$ cat src/rtl/file_pkg.sv
// Shared constants and helpers for the file_unit MAC slice.
package file_pkg;

  localparam int FILE_WIDTH     = 8;
  localparam int FILE_PAR       = 3;
  localparam int FILE_MUL_WIDTH = 16;
  localparam int FILE_X_WIDTH   = 5;

  // Clamp a wide accumulator value to the largest value representable in
  // `width` bits. The caller keeps only the low `width` bits of the result.
  function automatic logic [63:0] sat_narrow(input logic [63:0] value,
                                             input int unsigned width);
    logic [63:0] max_v;
    max_v = (64'd1 << width) - 64'd1;
    return (value > max_v) ? max_v : value;
  endfunction

endpackage

$ cat src/rtl/file_delay.sv
// WIDTH x DEPTH shift register with synchronous clear; feeds the parity tap.
module file_delay #(
  parameter int WIDTH = 8,
  parameter int DEPTH = 3
) (
  input  logic             clk,
  input  logic             rst,
  input  logic [WIDTH-1:0] din,
  output logic [WIDTH-1:0] dout
);

  logic [WIDTH-1:0] stage_q [DEPTH];

  // First stage captures the input on every edge.
  always_ff @(posedge clk) begin
    if (rst) stage_q[0] <= '0;
    else     stage_q[0] <= din;
  end

  // Remaining stages shift one step per edge; reset flushes the whole line.
  for (genvar gi = 1; gi < DEPTH; gi++) begin : g_stage
    always_ff @(posedge clk) begin
      if (rst) stage_q[gi] <= '0;
      else     stage_q[gi] <= stage_q[gi-1];
    end
  end

  assign dout = stage_q[DEPTH-1];

endmodule

$ cat src/rtl/file_unit.sv
// file_unit: multiply-accumulate with narrow readout, sticky wrap flag and a
// delayed parity tap. Define FILE_SAT_EN to saturate data_out instead of
// truncating it.
module file_unit
  import file_pkg::*;
#(
  parameter int WIDTH     = FILE_WIDTH,
  parameter int par       = FILE_PAR,
  parameter int MUL_WIDTH = FILE_MUL_WIDTH
) (
  input  logic                    clk,
  input  logic                    rst,
  input  logic [WIDTH-1:0]        data_in,
  input  logic                    a,
  input  logic                    b,
  input  logic [FILE_X_WIDTH-1:0] x,
  output logic [WIDTH-1:0]        data_out,
  output logic                    out,
  output logic                    d
);

  localparam int PW = WIDTH + FILE_X_WIDTH;

  logic [PW-1:0]        prod;
  logic [MUL_WIDTH-1:0] p_ext;
  logic [MUL_WIDTH:0]   sum_d;
  logic [MUL_WIDTH-1:0] acc_q, acc_d;
  logic                 out_q, out_d;
  logic [WIDTH-1:0]     tap;

  assign prod  = {{FILE_X_WIDTH{1'b0}}, data_in} * {{WIDTH{1'b0}}, x};
  assign p_ext = MUL_WIDTH'(prod);
  assign sum_d = {1'b0, acc_q} + {1'b0, p_ext};

  // Next-state for accumulator and wrap flag; restart and clear both drop the flag.
  always_comb begin
    acc_d = acc_q;
    out_d = out_q;
    if (b && a) begin
      acc_d = p_ext;
      out_d = 1'b0;
    end else if (b) begin
      acc_d = '0;
      out_d = 1'b0;
    end else if (a) begin
      acc_d = sum_d[MUL_WIDTH-1:0];
      if (sum_d[MUL_WIDTH]) out_d = 1'b1;
    end
  end

  // Accumulator and sticky flag registers.
  always_ff @(posedge clk) begin
    if (rst) begin
      acc_q <= '0;
      out_q <= 1'b0;
    end else begin
      acc_q <= acc_d;
      out_q <= out_d;
    end
  end

`ifdef FILE_SAT_EN
  assign data_out = WIDTH'(sat_narrow(64'(acc_q), WIDTH));
`else
  assign data_out = acc_q[WIDTH-1:0];
`endif

  assign out = out_q;

  file_delay #(
    .WIDTH (WIDTH),
    .DEPTH (par)
  ) u_delay (
    .clk  (clk),
    .rst  (rst),
    .din  (data_in),
    .dout (tap)
  );

  assign d = ^tap;

endmodule

$ cat config.mk
export PLATFORM = sky130hd
export DESIGN_NAME = file_unit
export DESIGN_NICKNAME = d
export VERILOG_FILES = /design/src/rtl/file_pkg.sv /design/src/rtl/file_delay.sv /design/src/rtl/file_unit.sv
export SDC_FILE = /design/constraint.sdc
export NUM_CORES = 1
export LEC_CHECK = 0
export ABC_AREA = 1
export CORE_MARGIN = 3
export CORE_UTILIZATION = 45
export CTS_BUF_LIST = sky130_fd_sc_hd__clkbuf_2
export CTS_CLUSTER_DIAMETER = 80
export DETAILED_ROUTE_END_ITERATION = 12
export GPL_TIMING_DRIVEN = 0
export PLACE_DENSITY = 0.65
export SLEW_MARGIN = 20
export SYNTH_ARGS = -nofsm -noshare
export SYNTH_HDL_FRONTEND = slang
export SYNTH_SLANG_ARGS = --single-unit
$ cat constraint.sdc
create_clock -name clk -period 4.7 [get_ports clk]
set_input_delay 0.94 -clock clk [delete_from_list [all_inputs] [get_ports clk]]
set_output_delay 0.94 -clock clk [all_outputs]
set_load 0.01 [all_outputs]
; ---- Word-level counts from Yosys, hierarchy flattened
; Memory sizes are Yosys's and may differ from the RTL's.
; Cells that the tools add are included.
[word_totals]
inputBits = 17
reg_bits = 17
mem_bits_rw = 24
wordCells = 23
output_inout_bits = 10
memories = 1
[classes]
bitwise_logic = 3
addsub = 1
mul = 1
n_mux = 9
n_reduce_logical = 5
[mem_list]
columns = memory, depth, word_bits, rd, rd_ports_with_merged_regs, write_ports, line_no
row1 = u_delay.stage_q, 3, 8, 3, 0, 3, file_delay.sv:12  ; logic [WIDTH-1:0] stage_q [DEPTH];
[ops]
columns = operator, n
row1 = 13-bit 2-to-1 mux, 3
row2 = 8-bit 2-to-1 mux, 3
row3 = 16-bit by 13-bit adder with 17-bit output, 1
row4 = 8-bit by 5-bit multiplier with 13-bit output, 1
row5 = 8-bit XOR reduction, 1
row6 = 1-bit 2-to-1 mux, 3
row7 = 1-bit OR, 3
row8 = 3-bit nonzero test, 1
row9 = 3-bit OR reduction, 1
row10 = 2-bit AND reduction, 1
row11 = 1-bit logical AND, 1

; ---- Logic depth before layout (Yosys ltp)
[logic_depth]
word_depth = 5
ltp_mapped = 28
depth_no_buf = 27

; ---- Modules after synthesis
; A second synthesis with hierarchy kept.
[unflattened]
hier_cells = 597
area_unflattened_um2 = 3841.2
[modules_own_cells]
columns = module, cells_per_inst, instances, seq_area_each_um2, area_per_inst_um2
row1 = file_unit, 523, 1, 340.3, 3158.0
row2 = file_delay, 74, 1, 480.5, 683.2

; ---- Worst setup path before layout
; No wires, ideal clock.
[synth_timing]
path_kind = input to register
from = input port x[3]
to = register acc_q[13]
setup_slack_ns = -0.321
t_required_ns = 4.587
n_path_buf = 1
arrival_ns = 4.908
setup_ns = 0.113
cell_stages = 24
path_cell_list = clkbuf_1 -> nand2_1 -> inv_1 -> fa_1 -> fa_1 -> inv_1 -> fa_1 -> inv_1 -> ha_1 -> nand2_1 -> nand3_1 -> or2_2 -> and2_1 -> ha_1 -> a21oi_1 -> nor2_1 -> nor2_1 -> nor2_1 -> nor2_1 -> nand2_2 -> nand2_2 -> nand2_1 -> nand2_1 -> nor2_1
[synth_between]
elab_chain_cells = 2
[synth_rtl]
columns = item, line_no
row1 = start: declaration, file_unit.sv:16  ; input logic [FILE_X_WIDTH-1:0] x,
row2 = 8-bit by 5-bit multiplier with 13-bit output, file_unit.sv:31  ; assign prod = {{FILE_X_WIDTH{1'b0}}, data_in} * {{WIDTH{1'b0}}, x};
row3 = 16-bit by 13-bit adder with 17-bit output, file_unit.sv:33  ; assign sum_d = {1'b0, acc_q} + {1'b0, p_ext};
row4 = end signal: assignment, file_unit.sv:54  ; acc_q <= '0;
row5 = end signal: assignment, file_unit.sv:57  ; acc_q <= acc_d;
row6 = end: declaration, file_unit.sv:27  ; logic [MUL_WIDTH-1:0] acc_q, acc_d;
; No other way between the ends.
; A chain may end at the register's enable or synchronous reset.

; ---- Worst setup path in the final report
[layout_timing]
from = input port x[4]
to = register acc_q[13]
; The elaborated chain is that of the path after synthesis.

==> flow_summary.ini <==
[worst_setup_path]
cp.required_ns = 5.08
cp.depth = 24
cp-end-kind = flop
crit_family = adder cells
worstPathArrival_ns = 4.92
cp_max_fo = 8
cp-start-kind = input pin
path_cells = clkbuf_4 -> nand2_1 -> inv_1 -> fa_1 -> fa_1 -> inv_1 -> fa_1 -> inv_1 -> ha_4 -> nand2_2 -> nand3_2 -> or2_4 -> and2_4 -> ha_4 -> a21oi_2 -> nor2_1 -> nor2_2 -> nor2_2 -> nor2_2 -> nand2_2 -> nand2_2 -> nand2_1 -> nand2_1 -> nor2_1
worst-r2r-cell-count = 10
max_stage_delay_ns = 0.54
crit_buf_inv = 4
cp_slowest_cell = fa_1
crit_type = in2reg

[floorplan]
num_rows = 32
fp.dieH_um = 97.3
die_w_um = 97.3
initial_core_util_pct = 47.5
io-pin-count = 27
fp.coreArea_um2 = 7890
dieArea_um2 = 9460

[cts]
postCtsHoldBufs = 0
tritoncts = built
clk_pin_slew_ns = 0.25
h-tree-depth = 2
worstSkewPairLatency_ns = 0.43
root_buffer = clkbuf_2
clock_sinks = 41
cts_buffer_depth = 2
cts_buffers = 5

[sta]
finalMaxSlewViolations = 0
setup_violations = 0
relSlewSlack_pct = 60.4
rsz0062_at_grt = true
holdWs_ns = 0.409
fin_setup_tns_ns = 0
period_needed_ns = 4.54
min_period_over_period_pct = 96.7
fmax_mhz = 220
worst_pin_slew_ns = 0.594
worst_slack_ns = 0.157
hold_viol = 0
finalClockSkew_ns = 0.0158

[pwr]
p_per_area_nw_per_um2 = 387
comb_power_share_pct = 66.0
power_frac_seq_pct = 23.8
p_sw_share_pct = 47.4
leakage_nw = 2.41
vdd_drop_max_uv = 158
p_int_mw = 0.894
power_frac_clock_pct = 10.2
p_sw_mw = 0.805

[flow_run]
max-cap-violations = 0

[detailed_routing]
wl_um = 8540
drt_iter0_markers = 156
vias = 3358
viasPerCell = 4.72
ant_nets = 0
drc = 0
drt-pass1-iter-count = 4
wire_per_inst_um = 12.0

[yosys]
syn_avg_cell_area_um2 = 6.47
postSynthCellCount = 579
netlist_area_um2 = 3750
syn_nets = 650
ys_seq_area_share_pct = 21.9
synth_cell_types = 29
synth_seq_cells = 41
yosys_warnings = 0

[placement]
pre_cts_slack_ns = -0.793
portBuffers = 20
globalplace.congestion = 0.923
hpwl_um = 6920

[global_route]
grt_pass1_vias = 3164
grt_max_degree = 15
grt.total_usage_pct = 18.5
gr-total-overflow = 0
antenna_found_initial = 0
grt_pass1_wl_um = 14600

[cells_and_area]
drive_gt1_share_pct = 16.4
area_growth_syn_to_layout_pct = 17.1
fin_nets = 679
n_antenna_cell = 0

[hold_path]
min_path_cells = 2
min_path_type = reg2reg

[outcome]
status = finished, final reports clean
[power groups by stage]
| stage | Sequential, mW | Clock (mW) | Combinational, mW |
|---|---|---|---|
| after detailed placement | 0.410 | 0 | 1.03 |
| after floorplan | 0.406 | 0 | 0.801 |
| after global placement | 0.410 | 0 | 1.02 |
| after CTS | 0.404 | 0.181 | 1.05 |
| final | 0.404 | 0.174 | 1.12 |
| after global routing | 0.410 | 0.196 | 1.25 |
[synth_stat cells]
master,instances,area (µm²)
nand3_1,29,145
inv_1,130,488
or2_2,3,18.8
xnor2_1,8,70.1
a21o_1,1,7.51
fa_1,19,380
ha_1,35,438
clkbuf_1,9,33.8
xor2_1,2,17.5
nand3b_1,4,30.0
clkinv_1,1,3.75
nand3_2,4,40.0
a21o_2,1,8.76
dfxtp_1,41,821
nand2_2,6,37.5
and2_1,6,37.5
a21boi_2,1,11.3
xor2_2,1,16.3
o21ai_0,7,35.0
a21oi_1,20,100
o211ai_1,1,7.51
a31oi_1,4,25.0
nand2_1,166,623
buf_4,8,60.1
nor2_2,1,6.26
buf_2,2,10.0
nor3_1,1,5.00
nor2_1,62,233
nand4_1,6,37.5
[per-layer routing]
metal,track usage (%),routed length (µm)
met5,0,0
met4,5.43,113
met3,2.87,371
met2,30.4,3940
met1,25.3,4120
[cells by family after synthesis]
| kind of cell | after synthesis | share of synthesized area (%) |
|---|---|---|
| buffers and inverters | 150 | 15.9 |
| flip-flops | 41 | 21.9 |
| AND/OR/NAND/NOR | 288 | 32.4 |
| AO/OA/AOI/OAI | 35 | 5.21 |
| adder cells (fa/ha/maj) | 54 | 21.8 |
| XOR/XNOR | 11 | 2.77 |
[final timing paths]
| kind | end | start | slack [ns] |
|---|---|---|---|
| worst max-delay path | acc_q[13] | x[4] | 0.16 |
| worst min-delay path | u_delay.stage_q[1][6] | u_delay.stage_q[0][6] | 0.41 |
| worst max register to register | acc_q[6] | acc_q[0] | 2.59 |
| worst min register to register | u_delay.stage_q[1][6] | u_delay.stage_q[0][6] | 0.41 |
[worst reg2reg max path, stage by stage, from the launching register on]
cell,delay [ns]
dfxtp_1,0.43
ha_1,0.22
inv_1,0.07
fa_1,0.35
inv_1,0.14
nand3_1,0.11
nand2_1,0.18
a21oi_1,0.11
or2_2,0.28
nand3_1,0.07
a21oi_1,0.07
[cells in the final DEF, fill, tap and decap left out, drive strengths merged, types with 4 or more instances in the layout]
master	instances
a21oi	20
a31oi	4
and2	6
buf	17
clkbuf	15
clkdlybuf4s50	13
dfxtp	41
fa	19
ha	35
inv	131
nand2	172
nand3	33
nand3b	4
nand4	6
nor2	63
o21ai	7
xnor2	8
[repair_timing]
| action | in CTS | in global routing |
|---|---|---|
| buffers inserted | 0 | 2 |
| endpoints found under the setup margin | 11 | 10 |
| gates cloned | 0 | 0 |
| endpoints found under the hold margin | 0 | 0 |
| pin swaps | 0 | 17 |
| resized for setup | 16 | 48 |
[layout make-up]
type	count	area, µm²
plain buffers	19	119
clock inverters	3	21.3
multi-input cells	388	2590
fillers	807	3500
repair buffers	22	188
well taps	102	128
inverters	131	492
clock buffers	5	25.0
flip-flops and latches	41	821
[metrics by stage]
stage               utilization (%)  total power [mW]  cell area, µm²  std cells
detailed placement             53.8              1.44            4250        701
CTS                            54.6              1.63            4310        709
floorplan                         -              1.21            3920        579
global route                   55.6              1.85            4390        711
global placement               53.8              1.43            4250        701
finish                         55.6              1.70            4390        711
[flip-flops by register name, indices dropped and copies added (netlist names)]
name	count
acc_q	16
out	1
u_delay.stage_q	24
Power figures use the tool's default switching activity.
==> edit: new RTL, same flow settings <==
Build with the macro `FILE_SAT_EN` defined.
--- a/src/rtl/file_unit.sv
+++ b/src/rtl/file_unit.sv
@@ -3,2 +3,4 @@
 // truncating it.
+`define FILE_SAT_EN
+
 module file_unit
Behaviour: not the same (a bounded check fails within 4 cycles, from zero or initial values and one cycle with rst high).
==> edit against the unedited design <==
- synthesized area increased by 0.80%
- critical path depth stayed put
- die area increased by 0.75%
- design area is 0.31% lower
- sequential power about the same
- wire length down 0.47%
- sequential share of layout area rose by 0.059 points
- power is 7.7% higher
- setup slack better by 0.00058 ns
- sequential cell count did not move
- critical endpoint is now acc_q[12]$_SDFFE_PP0P_
==> edit: results (changes against the unedited design) <==
* Status: complete, no violations
* Hold Path End: u_delay.stage_q[2][2]$_SDFF_PP0_
* Worst-path fanout max at 8 (unchanged)
* Largest net degree at the start of global routing at 16 (+1)
* Sequential cell area fraction in the yosys report at 21.73% (-0.17 points)
* Fin Hold WS at 0.3950 ns (-0.01441 ns)
* Avg Cell Area, Syn at 6.381 sq um (-1.4%)
* DR DRC count at 0 (unchanged)
* Final setup fails at 0 (unchanged)
* Async SR Flop Fraction at 0% (unchanged)
* Drt total wl at 8.502 mm (-0.47%)
* CTS buffer count at 5 (unchanged)
* GPL Wtd Cong at 0.9314 (+0.87%)
* Inserted Diodes at 0 (unchanged)
* Placed cells at 713 (+1.7%)
* Yosys warning count at 0 (unchanged)
* Primary FF master, synth: dfxtp_1
* Hold path depth at 2 (unchanged)
* Hpwl dp at 6.948 mm (+0.44%)
* Vias in the first global route at 3,325 (+5.1%)
* Worst r2r src: acc_q[0]$_SDFFE_PP0P_
* Maxcap violations at 0 (unchanged)
* Non-filler instance count after layout at 723 (+1.7%)
* Share of layout cells above drive strength 1 at 12.40% (-4.0 points)
* Worst min path class: flip-flop to flip-flop
* Area contributors post-synth: dfxtp_1 22%, nand2_1 17%, inv_1 15%
* Clk Latency, worst-skew pair at 0.42 ns
* Post-Syn Nets at 663 (+2.0%)
* Via density at 4.812 (+1.9%)
* Worst IR Drop VDD at 0.1900 mV (+20%)
* Fill cells at 815 (+0.99%)
* Clk root buf: clkbuf_2
* DRT iter0 DRCs at 139 (-11%)
* Worst clock skew at 0.01898 ns (+0.003176 ns)
* Pre-CTS setup slack at -0.8242 ns (-0.03161 ns)
* Leak at 2.453 nW (+1.9%)
* R2R cell count at 13 (+3)
* Max reg flops at 24 (unchanged)
* Wire length of the first global-routing pass at 14.79 mm (+1.4%)
* Clock Pin Slew Worst Setup and Hold Paths at 0.25 ns (about the same)
* Clock Tree Buf Depth at 2 (unchanged)
* Unique masters post-synth at 31 (+6.9%)
* R2r setup slk at 2.61 ns (+0.02 ns)
* Relative slew slack at 57.08% (-3.3 points)
* Port Buf Inserts at 19 (-5.0%)
* Nets@finish at 691 (+1.8%)
* Initial antenna violation count at 0 (unchanged)
* Commonest cells in the synthesized netlist: 169 x nand2_1, 147 x inv_1, 56 x nor2_1
* Sw frac at 48.05% (+0.67 points)
* GRT Overall Usage at 18.62% (+0.078 points)
* WP data arrival at 4.91 ns (about the same)
* F_max at 220.1 MHz (about the same)
* DP Area at 4200 sq um (-1.1%)
* Biggest register: u_delay.stage_q
* R2r endpoint: acc_q[12]$_SDFFE_PP0P_
* Hold_sp: u_delay.stage_q[1][2]$_SDFF_PP0_
==> edit: area by class of cell <==
cell class / count / area (sq um) / share of cell area [%]
plain buffers: 12 / 55.05 / 1.259
clock buffers: 5 / 25.02 / 0.5721
clock inverters: 3 / 25.02 / 0.5721
inverters: 147 / 551.8 / 12.61
multi-input cells: 392 / 2591 / 59.24
flip-flops and latches: 41 / 820.8 / 18.76
well taps: 102 / 127.6 / 2.918
repair buffers: 21 / 177.7 / 4.062
==> edit: logic make-up (layout without fill, tap and decap cells) <==
group / after synthesis / after routing / share of synthesized area [%]
AO/OA/AOI/OAI: 32 / 32 / 4.571
buffers and inverters: 159 / 188 / 15.90
adder cells (fa/ha/maj): 54 / 54 / 21.66
XOR/XNOR: 10 / 10 / 2.518
AND/OR/NAND/NOR: 296 / 296 / 33.62
flip-flops: 41 / 41 / 21.73
==> edit: worst max path at each step <==
stage	startpoint	end	depth (start not counted)
after global routing	x[4]	acc_q[12]$_SDFFE_PP0P_	25
after detailed placement	data_in[3]	acc_q[12]$_SDFFE_PP0P_	25
after floorplan	x[4]	acc_q[12]$_SDFFE_PP0P_	25
final	x[4]	acc_q[12]$_SDFFE_PP0P_	24
after global placement	data_in[3]	acc_q[12]$_SDFFE_PP0P_	25
after CTS	data_in[3]	out$_SDFFE_PP0P_	24
==> edit: timing repair <==
action | 4_1_cts | 5_1_grt
setup buffers | 0 | 2
pin swaps | 3 | 14
resized for setup | 17 | 43
gates cloned | 0 | 0
endpoints found under the setup margin | 11 | 10
==> edit: worst max-delay path, stage by stage <==
cell,delay (ns)
buf_2,0.15
nand2_1,0.07
inv_1,0.05
fa_1,0.51
fa_1,0.54
inv_1,0.05
fa_1,0.52
inv_1,0.06
ha_4,0.24
a21oi_4,0.18
nor2_1,0.06
nor2_1,0.12
nand3b_1,0.10
and2_1,0.20
ha_4,0.31
nand2_1,0.10
nor2_2,0.15
nand3_2,0.12
nand3_2,0.10
nand2_1,0.05
nand3_1,0.09
nand3_1,0.08
nand2_1,0.07
inv_1,0.04
==> edit: power groups by stage <==
stage                     sequential, mW  combinational, mW  clock [mW]
final                              0.403               1.25       0.174
after global placement             0.407               1.10           0
after floorplan                    0.403              0.812           0
after CTS                          0.401               1.13       0.179
after detailed placement           0.408               1.11           0
after global routing               0.406               1.40       0.190
==> edit: layer usage <==
layer	vias to the layer above	routed length (um)	part of all wire, %	track usage, %
li1	1822	-	-	-
met1	1587	3963	47	23.99
met2	60	4024	47	32.74
met3	10	410	4.8	1.938
met4	0	103	1.2	5.538
met5	-	0	0	0
